===== config.mk =====
export PLATFORM = sky130hd
export DESIGN_NAME = ttl_clocked_addressable_demux
export DESIGN_NICKNAME = d
export VERILOG_FILES = /design/src/rtl/ttl_clocked_addressable_demux_pkg.sv /design/src/rtl/ttl_addressable_demux_block.sv /design/src/rtl/ttl_clocked_addressable_demux.sv
export SDC_FILE = /design/constraint.sdc
export NUM_CORES = 1
export LEC_CHECK = 0
export ABC_CLOCK_PERIOD_IN_PS = 1600
export BUFFER_PORTS_ARGS = -buffer_cell sky130_fd_sc_hd__buf_2
export CAP_MARGIN = 40
export CELL_PAD_IN_SITES_DETAIL_PLACEMENT = 1
export CELL_PAD_IN_SITES_GLOBAL_PLACEMENT = 1
export CORE_ASPECT_RATIO = 0.9
export CORE_UTILIZATION = 35
export CTS_CLUSTER_DIAMETER = 80
export DETAILED_ROUTE_END_ITERATION = 12
export HOLD_SLACK_MARGIN = 0.15
export PLACE_DENSITY = 0.75
export SYNTH_ARGS = -nofsm -noshare
export SYNTH_HDL_FRONTEND = slang
export SYNTH_SLANG_ARGS = --single-unit

===== constraint.sdc =====
create_clock -name Clk -period 1.6 [get_ports Clk]
set_input_delay 0.08 -clock Clk [delete_from_list [all_inputs] [get_ports Clk]]
set_output_delay 0.08 -clock Clk [all_outputs]
set_load 0.01 [all_outputs]

===== src/rtl/ttl_clocked_addressable_demux_pkg.sv =====
// ---------------------------------------------------------------------------
// ttl_clocked_addressable_demux_pkg
//
// Shared definitions for the clocked addressable demultiplexer:
//   mode_e     - store mode encoding carried on the Mode input
//   next_addr  - shared pointer advance rule, returns {wrap, next}
// ---------------------------------------------------------------------------
package ttl_clocked_addressable_demux_pkg;

    typedef enum logic [1:0] {
        MODE_HOLD  = 2'b00,
        MODE_WRITE = 2'b01,
        MODE_DEMUX = 2'b10,
        MODE_SCAN  = 2'b11
    } mode_e;

    // Width of the address argument/result of next_addr. The function is
    // shared by every parametrisation, so it works on a fixed wide address
    // and callers cast down to their own pointer width.
    localparam int unsigned NEXT_ADDR_W = 32;

    // Pointer advance rule.
    //   scan = 0 : pointer simply takes the effective address, no wrap.
    //   scan = 1 : step by one; the last legal address, or any address past
    //              it (reachable only for non power-of-two widths), returns
    //              to zero and raises wrap.
    function automatic logic [NEXT_ADDR_W:0] next_addr(
        input logic [NEXT_ADDR_W-1:0] addr,
        input logic                   scan,
        input int unsigned            width_out
    );
        logic [NEXT_ADDR_W:0] res;
        if (!scan) begin
            res = {1'b0, addr};
        end else if (addr >= NEXT_ADDR_W'(width_out - 1)) begin
            res = {1'b1, {NEXT_ADDR_W{1'b0}}};
        end else begin
            res = {1'b0, addr + 1'b1};
        end
        return res;
    endfunction

endpackage


===== src/rtl/ttl_addressable_demux_block.sv =====
// ---------------------------------------------------------------------------
// ttl_addressable_demux_block
//
// One channel of the addressable demultiplexer: WIDTH_OUT stored bits, one
// of which is addressed per clock edge.
//
// Ports:
//   Clk        in   rising-edge clock
//   Clear_bar  in   asynchronous active-low clear of all stored bits
//   Enable_bar in   active-low store enable for this channel
//   Mode       in   HOLD / WRITE / DEMUX / SCAN (see package)
//   addr       in   effective address chosen by the top level
//   D          in   data bit for this channel
//   store      out  stored bits, true polarity
// ---------------------------------------------------------------------------
module ttl_addressable_demux_block
    import ttl_clocked_addressable_demux_pkg::*;
#(
    parameter int WIDTH_OUT = 8,
    localparam int WIDTH_IN = $clog2(WIDTH_OUT)
) (
    input  logic                 Clk,
    input  logic                 Clear_bar,
    input  logic                 Enable_bar,
    input  logic [1:0]           Mode,
    input  logic [WIDTH_IN-1:0]  addr,
    input  logic                 D,
    output logic [WIDTH_OUT-1:0] store
);

    logic [WIDTH_OUT-1:0] store_d;
    logic [WIDTH_OUT-1:0] store_q;

    // Address matching is done bit-by-bit against every legal index, so an
    // out-of-range address simply matches nothing: WRITE/SCAN leave the
    // store untouched and DEMUX clears every bit.
    always_comb begin
        store_d = store_q;
        if (!Enable_bar) begin
            case (Mode)
                MODE_WRITE, MODE_SCAN: begin
                    for (int i = 0; i < WIDTH_OUT; i++) begin
                        if (addr == WIDTH_IN'(i)) begin
                            store_d[i] = D;
                        end
                    end
                end
                MODE_DEMUX: begin
                    for (int i = 0; i < WIDTH_OUT; i++) begin
                        store_d[i] = (addr == WIDTH_IN'(i)) ? D : 1'b0;
                    end
                end
                default: begin
                    store_d = store_q;
                end
            endcase
        end
    end

    always_ff @(posedge Clk or negedge Clear_bar) begin
        if (!Clear_bar) begin
            store_q <= '0;
        end else begin
            store_q <= store_d;
        end
    end

    assign store = store_q;

endmodule


===== src/rtl/ttl_clocked_addressable_demux.sv =====
// ---------------------------------------------------------------------------
// ttl_clocked_addressable_demux
//
// BLOCKS independent channels sharing one address pointer. Each channel
// steers its data bit into one of WIDTH_OUT stored outputs. The pointer can
// be loaded from A or auto-scan with wrap-around.
//
// Ports:
//   Clk        in   rising-edge clock
//   Clear_bar  in   asynchronous active-low reset (stores, pointer, Wrap)
//   Enable_bar in   [BLOCKS] per-channel store enable, active-low
//   Mode       in   [2] 00 HOLD, 01 WRITE, 10 DEMUX, 11 SCAN
//   Load       in   use A instead of the pointer as this edge's address
//   A          in   [WIDTH_IN] address
//   D          in   [BLOCKS] per-channel data bit
//   Addr_out   out  [WIDTH_IN] current pointer value
//   Wrap       out  one-cycle pulse after a SCAN edge that wrapped
//   Q_2D       out  [BLOCKS*WIDTH_OUT] stored outputs, channel b at
//                   [b*WIDTH_OUT +: WIDTH_OUT], inverted when INVERT_OUT=1
// ---------------------------------------------------------------------------
module ttl_clocked_addressable_demux
    import ttl_clocked_addressable_demux_pkg::*;
#(
    parameter int BLOCKS     = 2,
    parameter int WIDTH_OUT  = 8,
    parameter bit INVERT_OUT = 1'b1,
    parameter int DELAY_RISE = 0,
    parameter int DELAY_FALL = 0,
    localparam int WIDTH_IN  = $clog2(WIDTH_OUT)
) (
    input  logic                        Clk,
    input  logic                        Clear_bar,
    input  logic [BLOCKS-1:0]           Enable_bar,
    input  logic [1:0]                  Mode,
    input  logic                        Load,
    input  logic [WIDTH_IN-1:0]         A,
    input  logic [BLOCKS-1:0]           D,
    output logic [WIDTH_IN-1:0]         Addr_out,
    output logic                        Wrap,
    output logic [BLOCKS*WIDTH_OUT-1:0] Q_2D
);

    // Parameter sanity. The rise/fall delays describe the board-level part
    // and are realised as zero in this synthesizable model; they are only
    // range-checked here.
    if (BLOCKS < 1) begin : g_chk_blocks
        $error("BLOCKS must be at least 1");
    end
    if (WIDTH_OUT < 2) begin : g_chk_width
        $error("WIDTH_OUT must be at least 2");
    end
    if (DELAY_RISE < 0 || DELAY_FALL < 0) begin : g_chk_delay
        $error("DELAY_RISE/DELAY_FALL must be non-negative");
    end

    logic [WIDTH_IN-1:0]         addr_eff;
    logic [WIDTH_IN-1:0]         ptr_d;
    logic [WIDTH_IN-1:0]         ptr_q;
    logic                        wrap_d;
    logic                        wrap_q;
    logic                        scan;
    logic [BLOCKS*WIDTH_OUT-1:0] store_all;

    // Load overrides the pointer in every mode, HOLD included. The pointer
    // advances regardless of the channel enables.
    always_comb begin
        scan     = (Mode == MODE_SCAN);
        addr_eff = Load ? A : ptr_q;
        ptr_d    = WIDTH_IN'(next_addr(NEXT_ADDR_W'(addr_eff), scan, WIDTH_OUT));
        wrap_d   = 1'(next_addr(NEXT_ADDR_W'(addr_eff), scan, WIDTH_OUT) >> NEXT_ADDR_W);
    end

    always_ff @(posedge Clk or negedge Clear_bar) begin
        if (!Clear_bar) begin
            ptr_q  <= '0;
            wrap_q <= 1'b0;
        end else begin
            ptr_q  <= ptr_d;
            wrap_q <= wrap_d;
        end
    end

    for (genvar b = 0; b < BLOCKS; b++) begin : g_block
        ttl_addressable_demux_block #(
            .WIDTH_OUT (WIDTH_OUT)
        ) u_block (
            .Clk        (Clk),
            .Clear_bar  (Clear_bar),
            .Enable_bar (Enable_bar[b]),
            .Mode       (Mode),
            .addr       (addr_eff),
            .D          (D[b]),
            .store      (store_all[b*WIDTH_OUT +: WIDTH_OUT])
        );
    end

    // Polarity is applied after the flops so a cleared store presents all
    // ones immediately when INVERT_OUT is set.
    assign Q_2D     = INVERT_OUT ? ~store_all : store_all;
    assign Addr_out = ptr_q;
    assign Wrap     = wrap_q;

endmodule


==> flow_metrics.env <==
export IMPL_finish_utilization=0.459
export IMPL_worst_slew_pin_slew_ns=0.675
export IMPL_cellPowerDensity_mw_per_mm2=1260
export IMPL_setup_viol=0
export IMPL_vias_per_cell=5.50
export IMPL_cts_root_buf="clkbuf_8"
export IMPL_path_clk_slew_ns=0.08
export IMPL_synth_seq_area_share=0.406
export IMPL_hold_viol=0
export IMPL_worst_ep_arrival_time_ns=1.61
export IMPL_routabilityCongestion=0.766
export IMPL_fin_worst_skew_ns=0.00582
export IMPL_die_x_um=64.6
export IMPL_rsz0062_at_grt="false"
export IMPL_drt_pre_antenna_iters=5
export IMPL_slew_headroom=0.549
export IMPL_drv_slew=0
export IMPL_cp_required_ns=1.73
export IMPL_clk_path_buf_depth=2
export IMPL_cp_max_fo=4
export IMPL_coreArea_mm2=0.00338
export IMPL_start_util=0.365
export IMPL_drt_iter0_drc=39
export IMPL_die_h_um=58.3
export IMPL_worstSkewPairLatency_ns=0.26
export IMPL_portBuffers=31
export IMPL_drive_gt1_frac=0.315
export IMPL_dr_total_vias=1167
export IMPL_fin_crit_sh=0.927
export IMPL_htreeDepth=1
export IMPL_areaGrowthSynthToFinish_pct=25.9
export IMPL_placementRows=20
export IMPL_syn_nets=150
export IMPL_synth_area_mm2=0.00123
export IMPL_synth_area_per_cell_um2=9.27
export IMPL_wl_per_cell_um=16.0
export IMPL_drc=0
export IMPL_leakagePower_nw=0.708
export IMPL_cts_inserted_buffers=3
export IMPL_antenna_found_initial=0
export IMPL_worstSetupPathType="reg -> reg"
export IMPL_mostFrequentLayoutCell="buf_2"
export IMPL_yosys_warnings=0
export IMPL_maxCapViolations=0
export IMPL_ir_worst_vdd_mv=0.597
export IMPL_cts_tree="built"
export IMPL_outcome="complete, no violations"
export IMPL_drtAntennaViolNets=0
export IMPL_clkSinkCount=20
export IMPL_n_antenna_cell=0
export IMPL_finalCriticalPeriod_ns=1.48
export IMPL_final_setup_tns_ns=0
export IMPL_netlist_instances=133
export IMPL_max_clock_freq_mhz=674
export IMPL_hp_class="in -> reg"
export IMPL_synth_cell_type_count=28
export IMPL_wl_um=3400
export IMPL_final_cell_mix="buf_2, dfrtp_1, inv_1, nand3_1, o211ai_1"
export IMPL_crit_path_end_kind="flop"
export IMPL_grt_pass1_wl_um=5700
export IMPL_grt_use_total=0.199
export IMPL_ys_ff_latch=20
export IMPL_boundaryPins=32
export IMPL_nets=186
export IMPL_die_area_mm2=0.00376
export IMPL_grt_max_degree=23
export IMPL_overflow=0
export IMPL_dp_hpwl_um=2400
export IMPL_cp_start_kind="flop"
export IMPL_grt_pass1_vias=1191
==> per-layer routing <==
| metal | track usage | vias to the layer above | share of wire | wire [um] |
|---|---|---|---|---|
| li1 | - | 547 | - | - |
| met1 | 0.251 | 575 | 0.44 | 1480 |
| met2 | 0.347 | 41 | 0.50 | 1700 |
| met3 | 0.0407 | 4 | 0.056 | 191 |
| met4 | 0.0571 | 0 | 0.0071 | 24 |
| met5 | 0 | - | 0 | 0 |
==> timing repair <==
action,in CTS,in global routing
hold buffers,4,0
buffers inserted,0,0
endpoints found under the setup margin,1,2
hold endpoints to repair,22,0
gates resized for setup,1,5
==> critical path: stages (launching register included) <==
cell	delay [ns]
dfrtp_1	0.39
mux2i_2	0.22
buf_4	0.17
ha_1	0.17
inv_1	0.10
o211ai_1	0.19
o211ai_1	0.11
==> power breakdown <==
| group | total [mW] | switching [mW] | leakage (nW) | internal [mW] |
|---|---|---|---|---|
| combinational | 0.780 | 0.438 | 0.431 | 0.342 |
| sequential | 0.776 | 0.113 | 0.249 | 0.664 |
| clock | 0.391 | 0.172 | 0.0288 | 0.219 |
==> cells in the mapped netlist, drive strengths merged <==
cell type,instances,area [um^2]
inv,22,85.1
dfrtp,20,500
nand3,15,75.1
o211ai,13,97.6
a32oi,7,61.3
nand2,7,26.3
nand4,7,43.8
buf,5,37.5
clkbuf,5,28.8
ha,5,62.6
mux2i,4,52.6
o21ai,4,20.0
nor2,3,11.3
o221ai,3,26.3
a21o,2,17.5
and3b,2,17.5
nand3b,2,15.0
and2,1,6.26
mux2,1,11.3
nor3,1,5.00
o21a,1,7.51
o21ba,1,10.0
o21bai,1,7.51
o22ai,1,6.26
==> path summary, 6_finish.rpt <==
kind	endpoint	cells past startpoint	slack [ns]	startpoint
setup / recovery	g_block[0].u_block.store[5]	6	0.12	Addr_out[1]
hold / removal	g_block[0].u_block.store[7]	3	0.17	D[0]
setup reg to reg	g_block[0].u_block.store[5]	6	0.12	Addr_out[1]
hold reg to reg	g_block[1].u_block.store[7]	2	0.51	g_block[1].u_block.store[7]
max in group asynchronous	g_block[0].u_block.store[5]	2	0.97	Clear_bar
min in group asynchronous	Wrap	2	0.30	Clear_bar
==> cell type report <==
| cell class | count | area, um^2 |
|---|---|---|
| Multi-Input combinational cell | 81 | 616 |
| Tap cell | 44 | 55.1 |
| Timing Repair Buffer | 41 | 240 |
| Sequential cell | 20 | 500 |
| Inverter | 22 | 85.1 |
| Clock buffer | 4 | 55.1 |
| Fill cell | 410 | 1830 |
==> stage by stage <==
| step | area, um^2 | cells | hold slack [ns] | total power, mW | setup slack (ns) |
|---|---|---|---|---|---|
| final | 1550 | 212 | 0.165 | 1.95 | 0.117 |
| after global routing | 1550 | 212 | 0.155 | 2.11 | 0.00711 |
| after CTS | 1540 | 212 | 0.156 | 1.97 | 0.0379 |
| after detailed placement | 1440 | 204 | 0.0724 | 1.55 | 0.00778 |
| after global placement | 1440 | 204 | 0.0619 | 1.51 | 0.117 |
| after floorplan | 1250 | 133 | -0.216 | 1.25 | 0.0205 |
==> logic make-up (layout without fill, tap and decap cells) <==
logic type,count (synthesis),in the layout,share of synthesized area
adders and majority gates,5,5,0.0508
and+or+nand+nor,38,38,0.162
muxes,5,5,0.0518
buffers and inverters,32,67,0.123
DFF,20,20,0.406
AOI/OAI and AO/OA,33,33,0.206
==> sequential cells by signal (all words and copies together), names as in the netlist <==
signal,cells
Addr_out,3
Wrap,1
g_block.u_block.store,16
Note: power is estimated with default switching activity, not from simulation.
